===== src/rtl/csc_pkg.sv =====
// Shared types and constants for the colour-space converter pipeline.
// Coefficients are Q.8 signed; each matrix row produces one output channel.
package csc_pkg;

  localparam int LAT        = 3;
  localparam int FRAC       = 8;
  localparam int CSC_COEF_W = 12;

  typedef enum logic [1:0] {
    CSC_601_FWD = 2'd0,
    CSC_709_FWD = 2'd1,
    CSC_601_INV = 2'd2,
    CSC_BYPASS  = 2'd3
  } csc_mode_e;

  typedef logic [2:0][CSC_COEF_W-1:0]      coef_row_t;
  typedef logic [2:0][2:0][CSC_COEF_W-1:0] coef_mat_t;

  function automatic coef_row_t row3(int a, int b, int c);
    coef_row_t r;
    r[0] = CSC_COEF_W'(a);
    r[1] = CSC_COEF_W'(b);
    r[2] = CSC_COEF_W'(c);
    return r;
  endfunction

  // Row index 0/1/2 selects output channel c0/c1/c2.
  function automatic coef_mat_t get_coefs(csc_mode_e mode);
    coef_mat_t m;
    case (mode)
      CSC_601_FWD: m = {row3(128, -107, -21), row3(-43, -85, 128), row3(77, 150, 29)};
      CSC_709_FWD: m = {row3(128, -116, -12), row3(-29, -99, 128), row3(54, 183, 19)};
      CSC_601_INV: m = {row3(256, 454, 0), row3(256, -88, -183), row3(256, 0, 359)};
      default:     m = {row3(0, 0, 256), row3(0, 256, 0), row3(256, 0, 0)};
    endcase
    return m;
  endfunction

endpackage


===== src/rtl/csc_mac3.sv =====
// One output channel of the converter: offset removal and multiply,
// accumulate with offset and rounding, then clamp and href gating.
module csc_mac3
  import csc_pkg::*;
#(
  parameter int DATA_W = 8,
  parameter int COEF_W = CSC_COEF_W
) (
  input  logic              clk,
  input  logic              rst,
  input  csc_mode_e         mode,
  input  csc_mode_e         mode_s1,
  input  logic              href_s2,
  input  logic              ofs_row,
  input  coef_row_t         coef_row,
  input  logic [DATA_W-1:0] c0,
  input  logic [DATA_W-1:0] c1,
  input  logic [DATA_W-1:0] c2,
  output logic [DATA_W-1:0] y
);

  localparam int X_W    = DATA_W + 1;
  localparam int PROD_W = X_W + COEF_W;
  localparam int ACC_W  = DATA_W + COEF_W + 3;

  localparam logic signed [X_W-1:0]   OFS_X  = X_W'(1) << (DATA_W - 1);
  localparam logic signed [ACC_W-1:0] OFS_Q8 = ACC_W'(1) << (DATA_W - 1 + FRAC);
  localparam logic signed [ACC_W-1:0] RND    = ACC_W'(1) << (FRAC - 1);
  localparam logic signed [ACC_W-1:0] Y_MAX  = ACC_W'((1 << DATA_W) - 1);

  logic signed [X_W-1:0]    x [3];
  logic signed [COEF_W-1:0] k [3];
  logic signed [PROD_W-1:0] p_d [3];
  logic signed [PROD_W-1:0] p_q [3];
  logic signed [ACC_W-1:0]  ofs_add, acc_d, acc_q, res;
  logic [DATA_W-1:0]        y_d;

  always_comb begin
    x[0] = signed'({1'b0, c0});
    x[1] = signed'({1'b0, c1});
    x[2] = signed'({1'b0, c2});
    // Chroma inputs are offset-binary in the inverse direction.
    if (mode == CSC_601_INV) begin
      x[1] = signed'({1'b0, c1}) - OFS_X;
      x[2] = signed'({1'b0, c2}) - OFS_X;
    end
    for (int i = 0; i < 3; i++) begin
      k[i]   = COEF_W'(signed'(coef_row[i]));
      p_d[i] = PROD_W'(k[i]) * PROD_W'(x[i]);
    end
  end

  always_comb begin
    ofs_add = '0;
    if (ofs_row && (mode_s1 == CSC_601_FWD || mode_s1 == CSC_709_FWD))
      ofs_add = OFS_Q8;
    acc_d = ACC_W'(p_q[0]) + ACC_W'(p_q[1]) + ACC_W'(p_q[2]) + ofs_add + RND;
  end

  always_comb begin
    res = acc_q >>> FRAC;
    if (res < 0)
      y_d = '0;
    else if (res > Y_MAX)
      y_d = '1;
    else
      y_d = res[DATA_W-1:0];
  end

  always_ff @(posedge clk) begin
    if (rst) begin
      for (int i = 0; i < 3; i++) p_q[i] <= '0;
      acc_q <= '0;
      y     <= '0;
    end else begin
      for (int i = 0; i < 3; i++) p_q[i] <= p_d[i];
      acc_q <= acc_d;
      y     <= href_s2 ? y_d : '0;
    end
  end

endmodule


===== src/rtl/csc_pipe.sv =====
// Three-stage colour-space converter with frame-synchronous mode switching.
// The mode is latched on each vsync rise and carried down the pipe with the pixels.
module csc_pipe
  import csc_pkg::*;
#(
  parameter int DATA_W = 8,
  parameter int COEF_W = CSC_COEF_W
) (
  input  logic              sys_clk,
  input  logic              sys_rst,
  input  logic [1:0]        cfg_mode,
  input  logic              per_img_vsync,
  input  logic              per_img_href,
  input  logic [DATA_W-1:0] per_img_c0,
  input  logic [DATA_W-1:0] per_img_c1,
  input  logic [DATA_W-1:0] per_img_c2,
  output logic              post_img_vsync,
  output logic              post_img_href,
  output logic [DATA_W-1:0] post_img_c0,
  output logic [DATA_W-1:0] post_img_c1,
  output logic [DATA_W-1:0] post_img_c2,
  output logic [1:0]        mode_active
);

  csc_mode_e mode_lat, mode_eff, mode_s1, mode_s2;
  coef_mat_t coefs;
  logic      vsync_d;
  logic [1:0] vs_pipe, hr_pipe;
  logic [DATA_W-1:0] y [3];

  // The pixel on the vsync-rise cycle already uses the newly captured mode.
  always_comb begin
    mode_eff = (per_img_vsync && !vsync_d) ? csc_mode_e'(cfg_mode) : mode_lat;
    coefs    = get_coefs(mode_eff);
  end

  always_ff @(posedge sys_clk) begin
    if (sys_rst) begin
      vsync_d        <= 1'b0;
      mode_lat       <= CSC_601_FWD;
      mode_s1        <= CSC_601_FWD;
      mode_s2        <= CSC_601_FWD;
      vs_pipe        <= '0;
      hr_pipe        <= '0;
      post_img_vsync <= 1'b0;
      post_img_href  <= 1'b0;
      mode_active    <= '0;
    end else begin
      vsync_d        <= per_img_vsync;
      mode_lat       <= mode_eff;
      mode_s1        <= mode_eff;
      mode_s2        <= mode_s1;
      vs_pipe        <= {vs_pipe[0], per_img_vsync};
      hr_pipe        <= {hr_pipe[0], per_img_href};
      post_img_vsync <= vs_pipe[1];
      post_img_href  <= hr_pipe[1];
      mode_active    <= mode_s2;
    end
  end

  for (genvar r = 0; r < 3; r++) begin : g_ch
    csc_mac3 #(
      .DATA_W(DATA_W),
      .COEF_W(COEF_W)
    ) u_mac (
      .clk     (sys_clk),
      .rst     (sys_rst),
      .mode    (mode_eff),
      .mode_s1 (mode_s1),
      .href_s2 (hr_pipe[1]),
      .ofs_row (r != 0),
      .coef_row(coefs[r]),
      .c0      (per_img_c0),
      .c1      (per_img_c1),
      .c2      (per_img_c2),
      .y       (y[r])
    );
  end

  assign post_img_c0 = y[0];
  assign post_img_c1 = y[1];
  assign post_img_c2 = y[2];

endmodule


===== config.mk =====
export PLATFORM = sky130hd
export DESIGN_NAME = csc_pipe
export DESIGN_NICKNAME = d
export VERILOG_FILES = /design/src/rtl/csc_pkg.sv /design/src/rtl/csc_mac3.sv /design/src/rtl/csc_pipe.sv
export SDC_FILE = /design/constraint.sdc
export NUM_CORES = 1
export LEC_CHECK = 0
export BUFFER_PORTS_ARGS = -buffer_cell sky130_fd_sc_hd__buf_2
export CORE_MARGIN = 5
export CORE_UTILIZATION = 60
export CTS_CLUSTER_SIZE = 30
export DETAILED_ROUTE_END_ITERATION = 6
export GPL_TIMING_DRIVEN = 0
export PLACE_DENSITY = 0.73
export SYNTH_ARGS = -nofsm -noshare
export SYNTH_HDL_FRONTEND = slang
export SYNTH_SLANG_ARGS = --single-unit

===== constraint.sdc =====
create_clock -name sys_clk -period 18.8 [get_ports sys_clk]
set_clock_uncertainty 0.05 [all_clocks]
set_input_delay 3.76 -clock sys_clk [delete_from_list [all_inputs] [get_ports sys_clk]]
set_output_delay 3.76 -clock sys_clk [all_outputs]
set_load 0.01 [all_outputs]

==> reports/metrics.cfg <==
[run_status]
outcome=completed

[critical_path]
rr_worst_depth=25
slowest_delay_ps=980
r2r_end=g_ch[2].u_mac.p_q[0][62]
worst-path-buf-inv=9
critical_path_class=input pin to flop
worstReg2RegStart=vs_pipe[0]
critPathArrivalTime_ps=13380
worst_setup_path_end_kind=flop
cp_top_family=adder cells
cp-start-kind=input pin
cp_max_fo=11
r2r_slack_ps=8740
cp.required_ps=19130
cp_slowest_cell=clkbuf_1

[clock_tree]
ctsResizeCount=0
cts-root-buf=clkbuf_16
cts_buffer_depth=3
cts_buffers=26
cts.clk_slew.worst_paths_ps=70
post_cts_buffers=0
ctsHoldBuffers=0
tritoncts=yes
worstSkewPairLatency_ps=540
h-tree-depth=1
cts.sinks=256

[place]
place_area_sq_um=33000
gp_congestion=0.957
hpwl_um=68800
port_buffers=56

[drt]
drtPass1Iterations=7
finalWirelength_um=79400
ant_nets=0
vias=22200
via_per_inst=5.45
drc=0
top_layer_used=met4
post_drt_wl_per_cell_um=19.5
met2WireLength_um=36000
dr_wl_met3_um=4160
routedLengthMet1_um=34400
initialDrtViolationCount=1118

[floorplan]
die_y_um=240
start_util_pct=60.5
boundaryPins=58
rows=84
dieArea_sq_um=57700
fp.dieW_um=240
core_sq_um=52600

[layout]
postLayoutCellArea_sq_um=33900
drive_gt1_share_pct=3.63
fin_nets=4445
antennaDiodeCount=0
area_growth_pct=6.41

[synthesis]
ys_types=66
ys_seq_area_share_pct=16.1
ys.flop_type=dfxtp_1
async_flop_share_pct=0
netlist_area_sq_um=31800
synth_cells=3285
ys_warn_count=0
synth_edf_count=0
synth.top_cell.area_share_pct=29.5
synth_top_area_cell=fa_1
ys_top_cells_by_count=723 x inv_1, 577 x ha_1, 468 x fa_1
ys_ff_latch=256
synth_area_per_cell_sq_um=9.68
yosysMostFrequentCell=inv_1
synth_area_leaders=fa_1 29%, ha_1 23%, dfxtp_1 16%

[timing]
layout_min_cycle_time_ps=13060
rsz0062_at_grt=false
setup_viol=0
drv_slew=0
post-route-period-util_pct=69.5
slew_headroom_pct=7.38
fmax_ghz=0.0766
fin_tns_setup_ps=0
tightest_slew_ps=1390
finalHoldViolations=0

[worst_hold_path]
holdCritPathClass=flop to flop
min_from=vs_pipe[1]
whs_path_depth=1
holdPathEnd=post_img_vsync

[global_route]
grt_pass1_wl_um=128000
antenna_found_initial=5
grtUsageTotal_pct=28.4
grt_max_degree=17
grt_pass1_vias=23800
overflow=0

[flow_run]
cap_violations=0

## through the flow
| stage | hold WS (ps) | setup WS, ps | instances | util (%) |
|---|---|---|---|---|
| 3_3_place_gp | 370 | 5590 | 4030 | 62.7 |
| 3_5_place_dp | 372 | 5530 | 4030 | 62.7 |
| 2_1_floorplan | 364 | 8370 | 3286 | - |
| 4_1_cts | 393 | 6070 | 4076 | 64.4 |
| 5_1_grt | 411 | 5710 | 4076 | 64.4 |
| 6_report | 390 | 5740 | 4076 | 64.4 |
## worst register-to-register path, delay by kind of cell (launching register included)
kind            cells  cell delay (ps)
flops               1              310
xor+xnor            1              180
fa+ha+maj           7             3010
simple gates        4             1320
compound gates      4             1580
buf+inv             8             2800
mux                 1              640
## sequential cells by signal (all words and copies together) (netlist names)
register and flops:
mode_s2 2, hr_pipe 2, g_ch.u_mac.y 24, mode_active 2, g_ch.u_mac.acc_q 45, mode_s1 2, vs_pipe 2, g_ch.u_mac.p_q 175
post_img_vsync 1, post_img_href 1
## worst max-delay path by stage
stage / slack, ps / end / startpoint / depth (start not counted)
after detailed placement: 5530 / g_ch[2].u_mac.p_q[0][62] / per_img_vsync / 26
after CTS: 6070 / g_ch[2].u_mac.p_q[0][62] / per_img_vsync / 26
after floorplan: 8370 / g_ch[0].u_mac.p_q[0][61] / per_img_vsync / 25
after global routing: 5710 / g_ch[2].u_mac.p_q[0][61] / per_img_vsync / 27
after global placement: 5590 / g_ch[2].u_mac.p_q[0][62] / per_img_vsync / 26
final: 5740 / g_ch[2].u_mac.p_q[0][62] / per_img_vsync / 26
## cell families after synthesis
group | count (synthesis) | share of synthesized area (%)
fa+ha+maj | 1045 | 52.1
simple gates | 664 | 10.2
flops | 256 | 16.1
mux | 6 | 0.205
other cells | 2 | 0.0236
buf+inv | 781 | 9.22
xor+xnor | 160 | 4.41
compound gates | 371 | 7.72
## placed cells by master (no fill, tap or decap), types with 15 or more instances in the layout
master	instances
inv_1	723
ha_1	577
fa_1	468
dfxtp_1	256
nor2_1	230
nand2_1	114
xnor2_1	99
a21oi_1	97
nor2b_1	92
and2_1	64
xor2_1	61
a21o_1	56
buf_2	56
clkbuf_1	46
o21a_1	40
nor3_1	39
o21ai_1	35
nand2b_1	32
o21ai_0	32
nand3_1	28
clkbuf_16	26
o21bai_1	17
a211oi_1	15
## layout make-up
| type | instances | area, sq um |
|---|---|---|
| plain buffers | 54 | 203 |
| well taps | 688 | 861 |
| repair buffers | 56 | 280 |
| inverters | 727 | 2730 |
| flip-flops and latches | 256 | 5120 |
| multi-input cells | 2249 | 23800 |
| fillers | 4278 | 18700 |
| clock buffers | 30 | 696 |
| clock inverters | 16 | 199 |
## layer usage
layer,vias to the layer above,global-route usage (%)
met1,10900,38.9
met2,617,45.5
met5,-,0
met3,173,3.50
li1,10500,-
met4,0,13.1
Power is not shown: default switching activity piles up to over one toggle a cycle in this logic, so the estimate is an artifact.
